<file path="config.mk">
export PLATFORM = sky130hd
export DESIGN_NAME = drum_voice_ctrl
export DESIGN_NICKNAME = d
export VERILOG_FILES = /design/src/rtl/drum_pkg.sv /design/src/rtl/drum_voice_ctrl_tick_divider.sv /design/src/rtl/drum_voice_ctrl.sv
export SDC_FILE = /design/constraint.sdc
export NUM_CORES = 1
export LEC_CHECK = 0
export CAP_MARGIN = 10
export CORE_ASPECT_RATIO = 2
export CORE_MARGIN = 8
export CORE_UTILIZATION = 42
export DETAILED_ROUTE_END_ITERATION = 8
export GPL_TIMING_DRIVEN = 0
export PLACE_DENSITY_LB_ADDON = 0.3
export SLEW_MARGIN = 10
export SYNTH_ARGS = -nofsm -noshare
export SYNTH_HDL_FRONTEND = slang
export SYNTH_SLANG_ARGS = --single-unit
</file>
<file path="constraint.sdc">
create_clock -name clk -period 5.1 [get_ports clk]
set_input_delay 0.51 -clock clk [delete_from_list [all_inputs] [get_ports clk]]
set_output_delay 0.51 -clock clk [all_outputs]
set_load 0.01 [all_outputs]
</file>
<file path="src/rtl/drum_pkg.sv">
// Shared types and voice tables for the drum voice controller.
// Pad order: 0 kick, 1 snare, 2 hihat, 3 tom.
package drum_pkg;

    typedef enum logic {
        IDLE,
        PLAY
    } voice_state_t;

    // Packed tables: element [i] belongs to pad i.
    localparam logic [3:0][15:0] BASE_TOP = {
        16'd700, 16'd100, 16'd400, 16'd1000
    };
    localparam logic [3:0][15:0] SWEEP = {
        16'd4, 16'd0, 16'd2, 16'd8
    };
    localparam logic [3:0][7:0] DUR_TICKS = {
        8'd160, 8'd40, 8'd120, 8'd200
    };

    // 17-bit add that clamps at 16'hFFFF instead of wrapping.
    function automatic logic [15:0] sat_add(
        input logic [15:0] a,
        input logic [15:0] b
    );
        logic [16:0] s;
        s = {1'b0, a} + {1'b0, b};
        return s[16] ? 16'hFFFF : s[15:0];
    endfunction

endpackage

</file>
<file path="src/rtl/drum_voice_ctrl_tick_divider.sv">
// Decay tick generator: counts 0..TICK_DIV-1 while en, pulses tick on the
// last count. Ports: clk, reset (async high), en, clr (restart), tick out.
module tick_divider #(
    parameter int TICK_DIV = 50000
) (
    input  logic clk,
    input  logic reset,
    input  logic en,
    input  logic clr,
    output logic tick
);

    localparam int CW = $clog2(TICK_DIV);
    localparam logic [CW-1:0] LAST = CW'(TICK_DIV - 1);

    logic [CW-1:0] cnt_q;
    logic [CW-1:0] cnt_d;

    assign tick = en && (cnt_q == LAST);

    always_comb begin
        cnt_d = cnt_q;
        if (clr || !en) begin
            cnt_d = '0;
        end else if (cnt_q == LAST) begin
            cnt_d = '0;
        end else begin
            cnt_d = cnt_q + 1'b1;
        end
    end

    always_ff @(posedge clk or posedge reset) begin
        if (reset) begin
            cnt_q <= '0;
        end else begin
            cnt_q <= cnt_d;
        end
    end

endmodule

</file>
<file path="src/rtl/drum_voice_ctrl.sv">
// Per-hit tone controller feeding the PWM Top (period) input.
// Ports: clk, reset (async high), hit/pad in; Top, gate, busy out.
module drum_voice_ctrl
    import drum_pkg::*;
#(
    parameter int TICK_DIV = 50000,
    parameter int DUR_W = 8,
    parameter logic [3:0][15:0] BASE_TABLE = BASE_TOP
) (
    input  logic        clk,
    input  logic        reset,
    input  logic        hit,
    input  logic [1:0]  pad,
    output logic [15:0] Top,
    output logic        gate,
    output logic        busy
);

    voice_state_t state_q, state_d;
    logic [15:0] top_q, top_d;
    logic gate_q, gate_d;
    logic [DUR_W-1:0] dur_q, dur_d;
    logic [DUR_W-1:0] dur_ld;
    logic [1:0] pad_q, pad_d;
    logic tick;
    logic tick_en;

    // A zero-length table entry still sounds for one tick.
    assign dur_ld = (DUR_TICKS[pad] == 8'd0) ? DUR_W'(1)
                                              : DUR_W'(DUR_TICKS[pad]);

    assign tick_en = (state_q == PLAY);

    tick_divider #(
        .TICK_DIV(TICK_DIV)
    ) u_tick (
        .clk  (clk),
        .reset(reset),
        .en   (tick_en),
        .clr  (hit),
        .tick (tick)
    );

    always_comb begin
        state_d = state_q;
        top_d   = top_q;
        gate_d  = gate_q;
        dur_d   = dur_q;
        pad_d   = pad_q;
        // A hit always wins, including over the final tick of a voice.
        if (hit) begin
            state_d = PLAY;
            top_d   = BASE_TABLE[pad];
            gate_d  = 1'b1;
            dur_d   = dur_ld;
            pad_d   = pad;
        end else if (state_q == PLAY && tick) begin
            if (dur_q <= DUR_W'(1)) begin
                state_d = IDLE;
                top_d   = '0;
                gate_d  = 1'b0;
                dur_d   = '0;
            end else begin
                top_d = sat_add(top_q, SWEEP[pad_q]);
                dur_d = dur_q - 1'b1;
            end
        end
    end

    always_ff @(posedge clk or posedge reset) begin
        if (reset) begin
            state_q <= IDLE;
            top_q   <= '0;
            gate_q  <= 1'b0;
            dur_q   <= '0;
            pad_q   <= '0;
        end else begin
            state_q <= state_d;
            top_q   <= top_d;
            gate_q  <= gate_d;
            dur_q   <= dur_d;
            pad_q   <= pad_d;
        end
    end

    assign Top  = top_q;
    assign gate = gate_q;
    assign busy = gate_q;

endmodule
</file>
Yosys cells after proc, flatten, opt, wreduce, memory -nomap -nowiden --
Cells that the tools add are included.
Storage, ports and cells: register bits after elaboration 43, input bits 5, output and inout port bits 18, word-level logic and storage cells 39
Operators by class: add/sub/neg operators 3, $lt $le $gt $ge 3, equality and inequality tests 1, muxes and demuxes 19, reduce and logical (&&, ||, !) cells 8
Operator list (count):
- two-way mux 16 bit | 8
- binary-select mux 16 bit (select 2 bit) | 2
- two-way mux 8 bit | 5
- adder 16 x 16 -> 17 bit | 1
- adder 16 x 1 -> 16 bit (second input constant) | 1
- binary-select mux 8 bit (select 2 bit) | 1
- == test 16 bit (second input constant) | 1
- less-or-equal comparator 8 x 1 -> 1 bit (second input constant) | 1
- logical NOT 8 bit | 1
- subtractor 8 x 1 -> 8 bit (second input constant) | 1
- less-than comparator 2 x 3 -> 1 bit (second input constant) | 2
- nonzero test 2 bit | 2
- two-way mux 1 bit | 3
- logical AND 1 bit | 2
- AND reduction 2 bit | 1
- logical NOT 1 bit | 1
- logical OR 1 bit | 1

Logic depth before layout (Yosys ltp) --
depth in word-level cells 7, mapped depth 9, mapped depth without buffers 9

By module --
From an unflattened synthesis, not the netlist that was laid out.
Unflattened totals: cells, all modules 290, area total of the unflattened synthesis 2686.3 um^2
Modules (own cells, without submodules):
- drum_voice_ctrl | instances 1, cells each 206, area an instance 1754.2 um^2, seq. area each 675.6 um^2
- tick_divider | instances 1, cells each 84, area an instance 932.1 um^2, seq. area each 400.4 um^2

Least setup slack after synthesis --
Ideal clock, no wire load.
path type register -> register, start point register pad_q[0], end point register top_q[7] (netlist: Top[7]), setup time 0.126 ns, arrival 1.809 ns, required time 4.974 ns, setup slack 3.165 ns, stages on the path, launching flop included 10, path through dfrtp_1 inv_1 nor2_1 ha_1 fa_1 a21o_1 nand4_1 xor2_1 a21oi_1 a221o_1
Between the ends: longest elaborated chain between the ends 7
RTL lines:
- from (decl) | line drum_voice_ctrl.sv:24 | logic [1:0] pad_q, pad_d;
- from (signal assigned) | line drum_voice_ctrl.sv:82 | pad_q <= pad_d;
- binary-select mux 16 bit (select 2 bit) | line drum_voice_ctrl.sv:64 | top_d = sat_add(top_q, SWEEP[pad_q]);
- two-way mux 16 bit (not written as such) | line drum_voice_ctrl.sv:64
- adder 16 x 16 -> 17 bit | line drum_pkg.sv:27 | s = {1'b0, a} + {1'b0, b};
- two-way mux 16 bit | line drum_pkg.sv:28 | return s[16] ? 16'hFFFF : s[15:0];
- two-way mux 16 bit | line drum_voice_ctrl.sv:58 | if (dur_q <= DUR_W'(1)) begin
- two-way mux 16 bit | line drum_voice_ctrl.sv:57 | end else if (state_q == PLAY && tick) begin
- two-way mux 16 bit | line drum_voice_ctrl.sv:51 | if (hit) begin
- to (signal assigned) | line drum_voice_ctrl.sv:79 | top_q <= top_d;
- to (decl) | line drum_voice_ctrl.sv:20 | logic [15:0] top_q, top_d;
Every way passes these cells. The select of a mux whose other input is x is not followed. A chain may end at the register's enable or synchronous reset.

Worst setup path in the final report --
start point register dur_q[0], end point register top_q[11] (netlist: Top[11])
Between the ends: longest elaborated chain between the ends 4
RTL lines:
- from (decl) | line drum_voice_ctrl.sv:22 | logic [DUR_W-1:0] dur_q, dur_d;
- from (signal assigned) | line drum_voice_ctrl.sv:81 | dur_q <= dur_d;
- less-or-equal comparator 8 x 1 -> 1 bit | line drum_voice_ctrl.sv:58
- two-way mux 16 bit | line drum_voice_ctrl.sv:58
- two-way mux 16 bit | line drum_voice_ctrl.sv:57
- two-way mux 16 bit | line drum_voice_ctrl.sv:51
Every way passes these cells. The select of a mux whose other input is x is not followed.

==> summary.txt <==
Pwr
  • Cell leakage power: 1.25 nW
  • Internal power: about 0.0006 W
  • Peak supply drop: 0.211 mV
  • P_sw: around 0.00021 W
  • Comb power frac: between 10% and 20%
  • Flop pwr share: 45.8%
  • Switching part of the total: 25.7%
  • Pwr Density: 272 nW/um^2
  • Clk pwr share: between 40% and 50%

Placement
  • PortBufs: 22
  • Post-DP HPWL: 5.06 mm
  • Placed Cells incl. Taps: ~370
  • Placed instance area: 2890 um^2
  • GPL Wtd Cong: 0.850

Layout
  • Synth-to-layout area growth: 18.5%
  • Commonest cells after routing, fill and taps aside: dfrtp_1, nor2_1, nand2_1, o21ai_0, clkdlybuf4s50_1
  • ANT cells: 0
  • Cell Count, Final, Fillers Out: about 380
  • Final Cell Area: 3040 um^2
  • Leading cell type in the layout, fill and taps excluded: dfrtp_1
  • Final Net Count: 329
  • Share of cells above drive strength 1: 8.65%

Routing
  • Routed WL per cell: roughly 18 um
  • Via count: 2309
  • Iteration-0 DRC Markers: ~170
  • DRC: 0
  • Vias per cell: 6.16
  • Routed Wire Length: 6.77 mm
  • DRT Pass-1 Iters: 5
  • DRT antenna net count: 0

Floorplan
  • Starting Density: 43.1%
  • Die ar.: 9020 um^2
  • Core area: 5960 um^2
  • I/O pins: 23
  • DIE WIDTH: around 71 um
  • Chip height: roughly 130 um
  • Cell Rows: 40

STA
  • Worst-margin pin slew: around 0.72 ns
  • Max_slew headroom: 52.1%
  • Clock skew: ~0.0029 ns
  • Fin crit share: 49.1%
  • Final worst path period need: 2.50 ns
  • RSZ-0062 raised after global routing: no
  • Hold Fails Final Rpt: 0
  • Fmax achieved: 400 MHz
  • Finish-stage setup viols: 0
  • Max-slew violation count: 0
  • Setup TNS: 0 ns

Synth
  • Gate Count Post-Synth: 281
  • Synth area leaders: dfrtp_1, ha_1, nor2_1
  • Synthesized area: 2570 um^2
  • Post-synth EDFFs: 0
  • Synth Register Bits: 43
  • Mapped Nets: 299
  • Cell variety after synth: 54
  • Ys Warns: 0
  • Top_reg_cell synth: dfrtp_1
  • Register area share after synthesis: between 40% and 50%
  • Share of the synthesized area in the top cell type: 41.9%
  • Ys async rst share: 100%
  • Synth area leader: dfrtp_1
  • Synth Area per Inst: 9.13 um^2

Critical path
  • Worst Path Arrival: 2.71 ns
  • Reg2Reg Depth: 7
  • Crit path launch type: flop
  • Worst setup EP type: flop
  • Worst path max stage delay: 0.47 ns
  • Max FO, Critical Path: 7
  • Worst Path Required: approximately 5.3 ns
  • Crit-path cells: inv_1, ha_1, or2_2, a31oi_1, nand3_1, o2bb2a_4, o21ai_1
  • Crit Path Class: reg -> reg
  • Critical-path top delay cell: nand3_1

Global routing
  • Number of global-route vias before repair: 2306
  • Total track usage: 15.7%
  • Initial antenna violation count: 0
  • First-pass GRT wire length: 11.2 mm
  • Overflow after GRT: 0
  • Largest net degree at the start of global routing: 31

Job
  • Max-cap violations: 0

Clock network
  • Clk slew on worst S/H paths: 0.06 ns
  • TritonCTS buffer count: 5
  • Hold_buf cts: 0
  • Buffers inserted by post-CTS timing repair: 0
  • Resized Gates After CTS: 0
  • Sinks on Clock Net: 43
  • Deepest clock path buffer count: 2
  • Clock latency at the later pin of the worst-skew pair: 0.28 ns
  • # H-tree levels: 2
  • CTS tree: done
  • CTS Root Cell: clkbuf_16

Status
  • Status: complete, no violations

Min path
  • Cell depth of the worst hold path: 1
  • Worst Hold Class: reg -> reg
stage by stage:
step                hold slack [ns]  power [W]  setup WS, ns  util [%]
floorplan                     0.448   0.000447          3.16         -
global placement              0.467   0.000489          2.42      48.1
detailed placement            0.480   0.000494          2.40      48.4
CTS                           0.488   0.000830          2.61      51.1
global route                  0.510   0.000858          2.40      51.1
finish                        0.485   0.000826          2.60      51.1
state kept, by name, summed over array words and instances (netlist names):
name          count
Top              16
u_tick.cnt_q     16
dur_q             8
pad_q             2
busy              1
cell families after synthesis:
logic type               count (synthesis)  share of synthesized area [%]
AND/OR/NAND/NOR                        121                           24.6
AO/OA/AOI/OAI                           67                           17.3
flip-flops                              43                           41.9
buffers and inverters                   20                           3.66
XOR/XNOR                                16                           5.46
adder cells (fa/ha/maj)                 13                           6.63
multiplexers                             1                          0.439
metal layers:
metal | routed length [um] | vias to the layer above | share of wire [%] | track usage, %
met1 | 2440 | 1132 | 36 | 15.6
met3 | 275 | 23 | 4.1 | 2.76
met2 | 3710 | 78 | 55 | 28.5
met5 | 0 | - | 0 | 0
met4 | 348 | 0 | 5.1 | 10.8
li1 | - | 1076 | - | -
critical path, delay by kind of cell, from the launching register on:
kind | cells | cell delay (ns)
compound gates | 3 | 0.87
fa+ha+maj | 1 | 0.25
buf+inv | 1 | 0.07
flops | 1 | 0.44
simple gates | 2 | 0.80
power by group through the flow:
stage / combinational, W / sequential [W] / clock [W]
6_report: 0.000110 / 0.000378 / 0.000338
5_1_grt: 0.000123 / 0.000381 / 0.000354
4_1_cts: 0.000111 / 0.000377 / 0.000342
3_5_place_dp: 0.000110 / 0.000384 / 0
3_3_place_gp: 0.000106 / 0.000383 / 0
2_1_floorplan: 0.0000661 / 0.000381 / 0
path summary, 6_finish.rpt:
path                                  from         endpoint  slack, ns
min in group asynchronous            reset         pad_q[1]       0.51
min reg2reg                u_tick.cnt_q[0]  u_tick.cnt_q[0]       0.48
max                               dur_q[0]          Top[11]       2.60
max reg2reg                       dur_q[0]          Top[11]       2.60
max in group asynchronous            reset           Top[0]       4.12
min                        u_tick.cnt_q[0]  u_tick.cnt_q[0]       0.48
final cells by class:
| type | instances | area [um^2] |
|---|---|---|
| Sequential cell | 43 | 1080 |
| Tap cell | 63 | 78.8 |
| Clock buffer | 8 | 156 |
| Timing Repair Buffer | 23 | 240 |
| Buffer | 8 | 48.8 |
| Inverter | 12 | 45.0 |
| Fill cell | 565 | 2910 |
| Multi-Input combinational cell | 218 | 1400 |
cell usage after synthesis (all sizes together), types with 2 or more instances:
cell     count
o21ai       23
xnor2        6
ha          12
buf          4
nor2        37
inv         11
nand3b       2
nand2       24
clkbuf       4
or3          3
a31oi        5
or2          3
and3         5
xor2        10
dfrtp       43
nor4         2
and4         4
o2bb2ai      2
nor3         8
nor3b        2
o211ai       4
or4          3
a21oi       17
nand3       13
nand4        9
a221o        2
o21a         3
(Power assumes the default switching activity.)
